File: config.mk
export PLATFORM = sky130hd
export DESIGN_NAME = fetch_unit
export DESIGN_NICKNAME = d
export VERILOG_FILES = /design/src/rtl/fetch_pkg.sv /design/src/rtl/fetch_unit.sv
export SDC_FILE = /design/constraint.sdc
export NUM_CORES = 1
export LEC_CHECK = 0
export BUFFER_PORTS_ARGS = -buffer_cell sky130_fd_sc_hd__buf_2
export CORE_AREA = 8 8 74 76
export CTS_BUF_LIST = sky130_fd_sc_hd__clkbuf_4 sky130_fd_sc_hd__clkbuf_8
export DETAILED_ROUTE_END_ITERATION = 10
export DIE_AREA = 0 0 82 84
export PLACE_DENSITY = 0.69
export SYNTH_ARGS = -nofsm -noshare
export SYNTH_HDL_FRONTEND = slang
export SYNTH_SLANG_ARGS = --single-unit
File: constraint.sdc
create_clock -name clock -period 5 [get_ports clock]
set_input_delay 0.25 -clock clock [delete_from_list [all_inputs] [get_ports clock]]
set_output_delay 0.25 -clock clock [all_outputs]
set_load 0.01 [all_outputs]
File: src/rtl/fetch_pkg.sv
// rtl/fetch_pkg.sv - shared types and default widths for the instruction fetch unit
package fetch_pkg;

  localparam int DEF_PC_W    = 8;
  localparam int DEF_INST_W  = 9;
  localparam int STALL_CNT_W = 16;

  typedef enum logic [1:0] {
    ST_IDLE   = 2'd0,
    ST_FETCH  = 2'd1,
    ST_HOLD   = 2'd2,
    ST_HALTED = 2'd3
  } fetch_state_t;

endpackage

File: src/rtl/fetch_unit.sv
// rtl/fetch_unit.sv - instruction fetch FSM with redirect and halt; optional FETCH_STALL_CNT_EN stall counter
module fetch_unit
  import fetch_pkg::*;
#(
  parameter int PC_W     = DEF_PC_W,
  parameter int INST_W   = DEF_INST_W,
  parameter int RESET_PC = 0
) (
  input  logic              clock,
  input  logic              reset,
  output logic              imem_req,
  output logic [PC_W-1:0]   imem_addr,
  input  logic              imem_rdy,
  input  logic [INST_W-1:0] imem_data,
  input  logic              br_taken,
  input  logic [PC_W-1:0]   br_target,
  input  logic              halt_req,
  output logic              inst_valid,
  output logic [INST_W-1:0] inst,
  output logic [PC_W-1:0]   inst_pc,
  input  logic              dec_ready,
  output logic              halted
`ifdef FETCH_STALL_CNT_EN
  , output logic [STALL_CNT_W-1:0] stall_cnt
`endif
);

  localparam logic [PC_W-1:0] RST_PC = PC_W'(RESET_PC);
  localparam logic [PC_W-1:0] PC_ONE = {{(PC_W-1){1'b0}}, 1'b1};

  fetch_state_t      state, state_nxt;
  logic [PC_W-1:0]   pc, pc_nxt;
  logic [PC_W-1:0]   addr_nxt;
  logic              req_nxt;
  logic              valid_nxt;
  logic [INST_W-1:0] inst_nxt;
  logic [PC_W-1:0]   inst_pc_nxt;
  logic              halted_nxt;
  logic              redirect;
  logic              transfer;

  // A redirect only matters while actively fetching or holding; HALTED ignores it.
  // The redirect beats a same-cycle handshake, so a transfer requires !br_taken.
  assign redirect = br_taken && ((state == ST_FETCH) || (state == ST_HOLD));
  assign transfer = (state == ST_HOLD) && inst_valid && dec_ready && !br_taken;

  // State and every output are registered; reset abandons any in-flight instruction.
  always_ff @(posedge clock or posedge reset) begin
    if (reset) begin
      state      <= ST_IDLE;
      pc         <= RST_PC;
      imem_req   <= 1'b0;
      imem_addr  <= RST_PC;
      inst_valid <= 1'b0;
      inst       <= '0;
      inst_pc    <= '0;
      halted     <= 1'b0;
    end else begin
      state      <= state_nxt;
      pc         <= pc_nxt;
      imem_req   <= req_nxt;
      imem_addr  <= addr_nxt;
      inst_valid <= valid_nxt;
      inst       <= inst_nxt;
      inst_pc    <= inst_pc_nxt;
      halted     <= halted_nxt;
    end
  end

  // Next-state selection: redirect first, then halt, then the memory/decode handshakes.
  always_comb begin
    state_nxt = state;
    case (state)
      ST_IDLE:  state_nxt = ST_FETCH;
      ST_FETCH: begin
        if (br_taken)      state_nxt = ST_FETCH;
        else if (halt_req) state_nxt = ST_HALTED;
        else if (imem_rdy) state_nxt = ST_HOLD;
        else               state_nxt = ST_FETCH;
      end
      ST_HOLD: begin
        if (br_taken)      state_nxt = ST_FETCH;
        else if (transfer) state_nxt = halt_req ? ST_HALTED : ST_FETCH;
        else               state_nxt = ST_HOLD;
      end
      ST_HALTED: state_nxt = ST_HALTED;
      default:   state_nxt = ST_IDLE;
    endcase
  end

  // Next values of the registered outputs and pc; anything not touched holds.
  always_comb begin
    pc_nxt      = pc;
    addr_nxt    = imem_addr;
    req_nxt     = imem_req;
    valid_nxt   = inst_valid;
    inst_nxt    = inst;
    inst_pc_nxt = inst_pc;
    halted_nxt  = halted;
    if (redirect) begin
      // Any data returned this cycle belongs to the wrong path and is dropped.
      pc_nxt    = br_target;
      addr_nxt  = br_target;
      req_nxt   = 1'b1;
      valid_nxt = 1'b0;
    end else begin
      case (state)
        ST_IDLE: begin
          req_nxt  = 1'b1;
          addr_nxt = pc;
        end
        ST_FETCH: begin
          if (halt_req) begin
            req_nxt    = 1'b0;
            valid_nxt  = 1'b0;
            halted_nxt = 1'b1;
          end else if (imem_rdy) begin
            inst_nxt    = imem_data;
            inst_pc_nxt = pc;
            valid_nxt   = 1'b1;
            pc_nxt      = pc + PC_ONE;
            req_nxt     = 1'b0;
          end
        end
        ST_HOLD: begin
          if (transfer) begin
            valid_nxt = 1'b0;
            if (halt_req) begin
              halted_nxt = 1'b1;
            end else begin
              req_nxt  = 1'b1;
              addr_nxt = pc;
            end
          end
        end
        ST_HALTED: begin
          req_nxt    = 1'b0;
          valid_nxt  = 1'b0;
          halted_nxt = 1'b1;
        end
        default: begin
          req_nxt   = 1'b0;
          valid_nxt = 1'b0;
        end
      endcase
    end
  end

`ifdef FETCH_STALL_CNT_EN
  // Count FETCH cycles spent waiting on memory, saturating rather than wrapping.
  always_ff @(posedge clock or posedge reset) begin
    if (reset) begin
      stall_cnt <= '0;
    end else if ((state == ST_FETCH) && !imem_rdy && (stall_cnt != {STALL_CNT_W{1'b1}})) begin
      stall_cnt <= stall_cnt + {{(STALL_CNT_W-1){1'b0}}, 1'b1};
    end
  end
`endif

endmodule
Word level (Yosys, flattened, before mapping)
Cells that the tools add are included.

Register bits: 38. Input bits: 23. Output and inout port bits: 28. Logic and storage cells: 66.

Add/sub/neg operators: 1. Equal/unequal tests: 8. Multiplexer cells: 29. Bitwise logic cells: 2. Reductions and logical operators: 18.

Operators by type and width (number): 2-to-1 mux 8 bit (7); case mux 8 bit (2 select lines) (1); AND reduction 3 bit (5); 2-to-1 mux 2 bit (6); 2-to-1 mux 1 bit (11); adder 8 x 1 -> 8 bit (second input constant) (1); case mux 2 bit (4 select lines) (1); inequality test 3 bit (second input constant) (2); case mux 1 bit (3 select lines) (2); nonzero test 3 bit (2); == test 2 bit (second input constant) (2); logical AND 1 bit (4); inequality test 4 bit (second input constant) (1); case mux 1 bit (4 select lines) (1); AND reduction 4 bit (1); nonzero test 2 bit (2); nonzero test 4 bit (1); == test 2 x 1 -> 1 bit (second input constant) (1); logical NOT 2 bit (1); inequality test 2 x 1 -> 1 bit (second input constant) (1); inequality test 2 bit (second input constant) (1); inverter 1 bit (2); logical NOT 1 bit (1); logical OR 1 bit (1).

Logic depth before layout (Yosys ltp)
Depth in word-level cells: 7. Depth in mapped cells: 8. Depth with buffers taken out: 6.

Worst setup path after synthesis
No wires, ideal clock.

Path type: register to register. From: reg state[0]. To: reg inst[0]. Library setup time: 0.125 ns. Arrival time: 1.645 ns. Data required time: 4.875 ns. Slack: 3.230 ns. Cell stages (with the launch flop): 8. Path buffers: 2. Clock period less this slack: 1.770 ns. Cell sequence: dfrtp_1 > inv_1 > ha_1 > and2_1 > buf_6 > nor2_8 > buf_8 > mux2_4.

Word-level cells in the longest chain between the ends: 5. Elaborated cells on any way between the ends: 6. Classes of those cells: 2 x eq/ne; 1 x bitwise; 3 x reduce/logical.

Ends and longest elaborated chain: from (decl) (line fetch_unit.sv:31) `fetch_state_t state, state_nxt;`; from (signal assigned) (line fetch_unit.sv:59) `state <= state_nxt;`; == test 2 x 1 -> 1 bit or == test 2 bit (tied branches) (line fetch_unit.sv:44, fetch_unit.sv:107); logical OR 1 bit (line fetch_unit.sv:44) `assign redirect = br_taken && ((state == ST_FETCH) || (state == ST_HOLD));`; logical AND 1 bit (line fetch_unit.sv:44); inverter 1 bit (no line); AND reduction 4 bit (no line) *; to (signal assigned) (line fetch_unit.sv:64) `inst <= inst_nxt;`; to (decl) (line fetch_unit.sv:19) `output logic [INST_W-1:0] inst,`.

Every way passes the cells marked *; elsewhere a longest branch is shown, timed or not. A chain may end at the register's enable or synchronous reset.

Worst setup path in the final report
From: reg state[0]. To: reg inst_pc[2].

Word-level cells in the longest chain between the ends: 5. Elaborated cells on any way between the ends: 6. Classes of those cells: 2 x eq/ne; 1 x bitwise; 3 x reduce/logical.

Ends and longest elaborated chain: == test 2 x 1 -> 1 bit or == test 2 bit (tied branches) (line fetch_unit.sv:44, fetch_unit.sv:107); logical OR 1 bit (line fetch_unit.sv:44); logical AND 1 bit (line fetch_unit.sv:44); inverter 1 bit (no line); AND reduction 4 bit (no line) *; to (signal assigned) (line fetch_unit.sv:65) `inst_pc <= inst_pc_nxt;`; to (decl) (line fetch_unit.sv:20) `output logic [PC_W-1:0] inst_pc,`.

Marked as above.

==> out/results.ini <==
[cts]
cts_max_level=2
cts_resized=0
cts_tree=yes
hold_buffers=0
post-cts-setup-buffers=0
cts.root.buffer_cell=clkbuf_8
clk_latency_ns=0.29
clkTransAtPathRegs_ns=0.08
cts_buffers=5
cts_max_path_buffers=2
clkSinkCount=38

[critical_path]
crit_path_end_kind=flip-flop
critPathBufInv=1
critPathMaxFanout=18
cp-start-kind=flip-flop
crit_chain=inv_1 -> ha_1 -> and2_1 -> nor2_8 -> mux2_1
cp.required_ns=5.17
slowest_stage=nor2_8
critPathKind=reg2reg
slowest_delay_ns=0.45
path_delay_family=simple AND/OR/NAND/NOR gates
worstPathArrival_ns=2.29

[grt]
grt_overflow=0
grt_usage_pct=12.44
grt_max_degree=39
grt_pass1_vias=1357
grt_first_pass_wirelength_microns=6810
antenna_found_initial=0

[sta]
period_share_pct=42.45
rsz0062_at_grt=no
worst_pin_slew_ns=0.7332
timing.fmax_ghz=0.4711
setup_violations=0
skew_ns=0.007564
maxSlewViolCount=0
fin_setup_tns_ns=0
finalHoldViolations=0
period_needed_ns=2.122
worst_slew_margin_rel_pct=51.12

[synth]
ys_async_sr_fraction_pct=100.0
netlist_area_sq_um=1901
ys.flop_type=dfrtp_1
syn-instance-count=159
synth_edf_count=0
syn_area_per_cell_sq_um=11.95
syn_nets=187
synth_top_area_share_pct=50.03
synth.distinct_cells=38
ys_seq_area_share_pct=50.03
yosysMostFrequentCell=dfrtp_1
ys_top_cells_by_count=dfrtp_1 (38), nand2_1 (23), mux2_4 (10), nor2_1 (10)
synth_area_leaders=dfrtp_1 (50%), mux2_4 (7.9%), mux2_1 (4.7%)
yosysTopAreaCell=dfrtp_1
synth_seq_cells=38
yosysWarnings=0

[detailed_routing]
drt_wl_total_microns=4029
vias=1335
vias_per_cell=5.076
drt_pass1_iterations=4
drtIter0Drc=76
drc=0
postRouteAntennaNets=0
wl_per_cell_microns=15.32

[place]
port-buffer-count=50
dpl.cell_count=255
place_congestion=0.8200
placed_area_sq_um=2163
dp_hpwl_microns=2973

[die]
die_area_sq_um=6888
start_util_pct=44.57
die_x_microns=82
core.rowCount=24
die_y_microns=84
coreArea_sq_um=4264
pin_count=51

[final_layout]
fin_nets=238
post-route-cell-area_sq_um=2258
fillers=390
seq_area_sq_um=950.9
area_growth_pct=18.83
drive_gt1_share_pct=38.39
final_cell_count_no_fill=263
multi_input_area_sq_um=874.6
diodes=0

[min_path]
hold_path_class=in2async

[run]
drv_cap=0

[power_and_ir_drop]
vdd.ir_drop.worst_uv=194.1
p_total_uw=1443
power.leakage_uw=0.001080
power.density_nw_per_um2=638.7

[outcome]
status=finished clean

-- cells in the final DEF (no fill, tap or decap), types with 2 or more instances in the layout --
cell type | Yosys | final
nor2_1 | 10 | 10
inv_1 | 4 | 4
nand2_1 | 23 | 23
a31oi_1 | 7 | 7
a211oi_1 | 2 | 2
o21ai_0 | 5 | 5
a31oi_2 | 2 | 2
o21ai_1 | 8 | 8
xor2_1 | 3 | 3
buf_2 | 3 | 50
nand3_1 | 3 | 3
ha_1 | 5 | 5
xnor2_1 | 4 | 4
nor2_2 | 2 | 2
clkbuf_8 | 0 | 6
mux2_1 | 8 | 8
dfrtp_1 | 38 | 38
mux2_4 | 10 | 10
-- metrics by stage --
stage / util, % / worst slack, ns / hold slack [ns]
2_1_floorplan: - / 3.230 / 0.3847
3_3_place_gp: 50.73 / 2.947 / 0.3803
3_5_place_dp: 50.73 / 2.892 / 0.3895
4_1_cts: 52.96 / 2.873 / 0.07987
5_1_grt: 52.96 / 2.759 / 0.1059
6_report: 52.96 / 2.878 / 0.06640
-- flip-flops by register name (all words and copies together), names as in the netlist --
register	cells
inst_pc	8
state	2
halted	1
inst_valid	1
pc	8
inst	9
imem_req	1
imem_addr	8
-- worst paths after layout --
check	startpoint	endpoint	slack (ns)	cells past startpoint
max in group asynchronous	reset	imem_req$_DFFE_PP0P_	4.60	3
min in group clock	imem_data[8]	inst[8]$_DFFE_PP0P_	0.18	2
min	reset	pc[5]$_DFFE_PP0P_	0.07	3
max reg2reg	state[0]$_DFF_PP0_	inst_pc[2]$_DFFE_PP0P_	2.88	5
min reg2reg	halted$_DFFE_PP0P_	halted$_DFFE_PP0P_	0.46	1
max	state[0]$_DFF_PP0_	inst_pc[2]$_DFFE_PP0P_	2.88	5
-- tightest hold or removal path, delay by kind of cell --
family   cells  cell delay, ns
buf+inv      3            0.55
-- cell type report --
class                      count  area share [%]
multi-input combinational    110           38.73
tap                           52           2.881
timing repair buffer          51           11.41
sequential                    38           42.11
inverter                       4          0.6648
clock inverter                 1          0.2216
clock buffer                   7           3.989
-- kinds of logic after synthesis --
family	after synthesis	synth area share, %
flops	38	50.03
buf+inv	11	3.949
simple gates	48	14.75
fa+ha+maj	5	3.292
compound gates	31	11.59
mux	19	13.17
xor+xnor	7	3.226
-- per-layer routing --
metal / track usage [%] / routed length [microns] / vias to the layer above
met4: 6.390 / 42 / 0
met3: 3.448 / 332 / 2
met2: 18.46 / 1829 / 34
li1: - / - / 667
met5: 0 / 0 / -
met1: 15.81 / 1825 / 632
-- where the power goes --
group	switching, uW	total, uW	internal, uW
clock network	107	224	117
logic	349	652	303
registers	107	566	459
total	563	1440	879
Power figures use the tool's default switching activity.
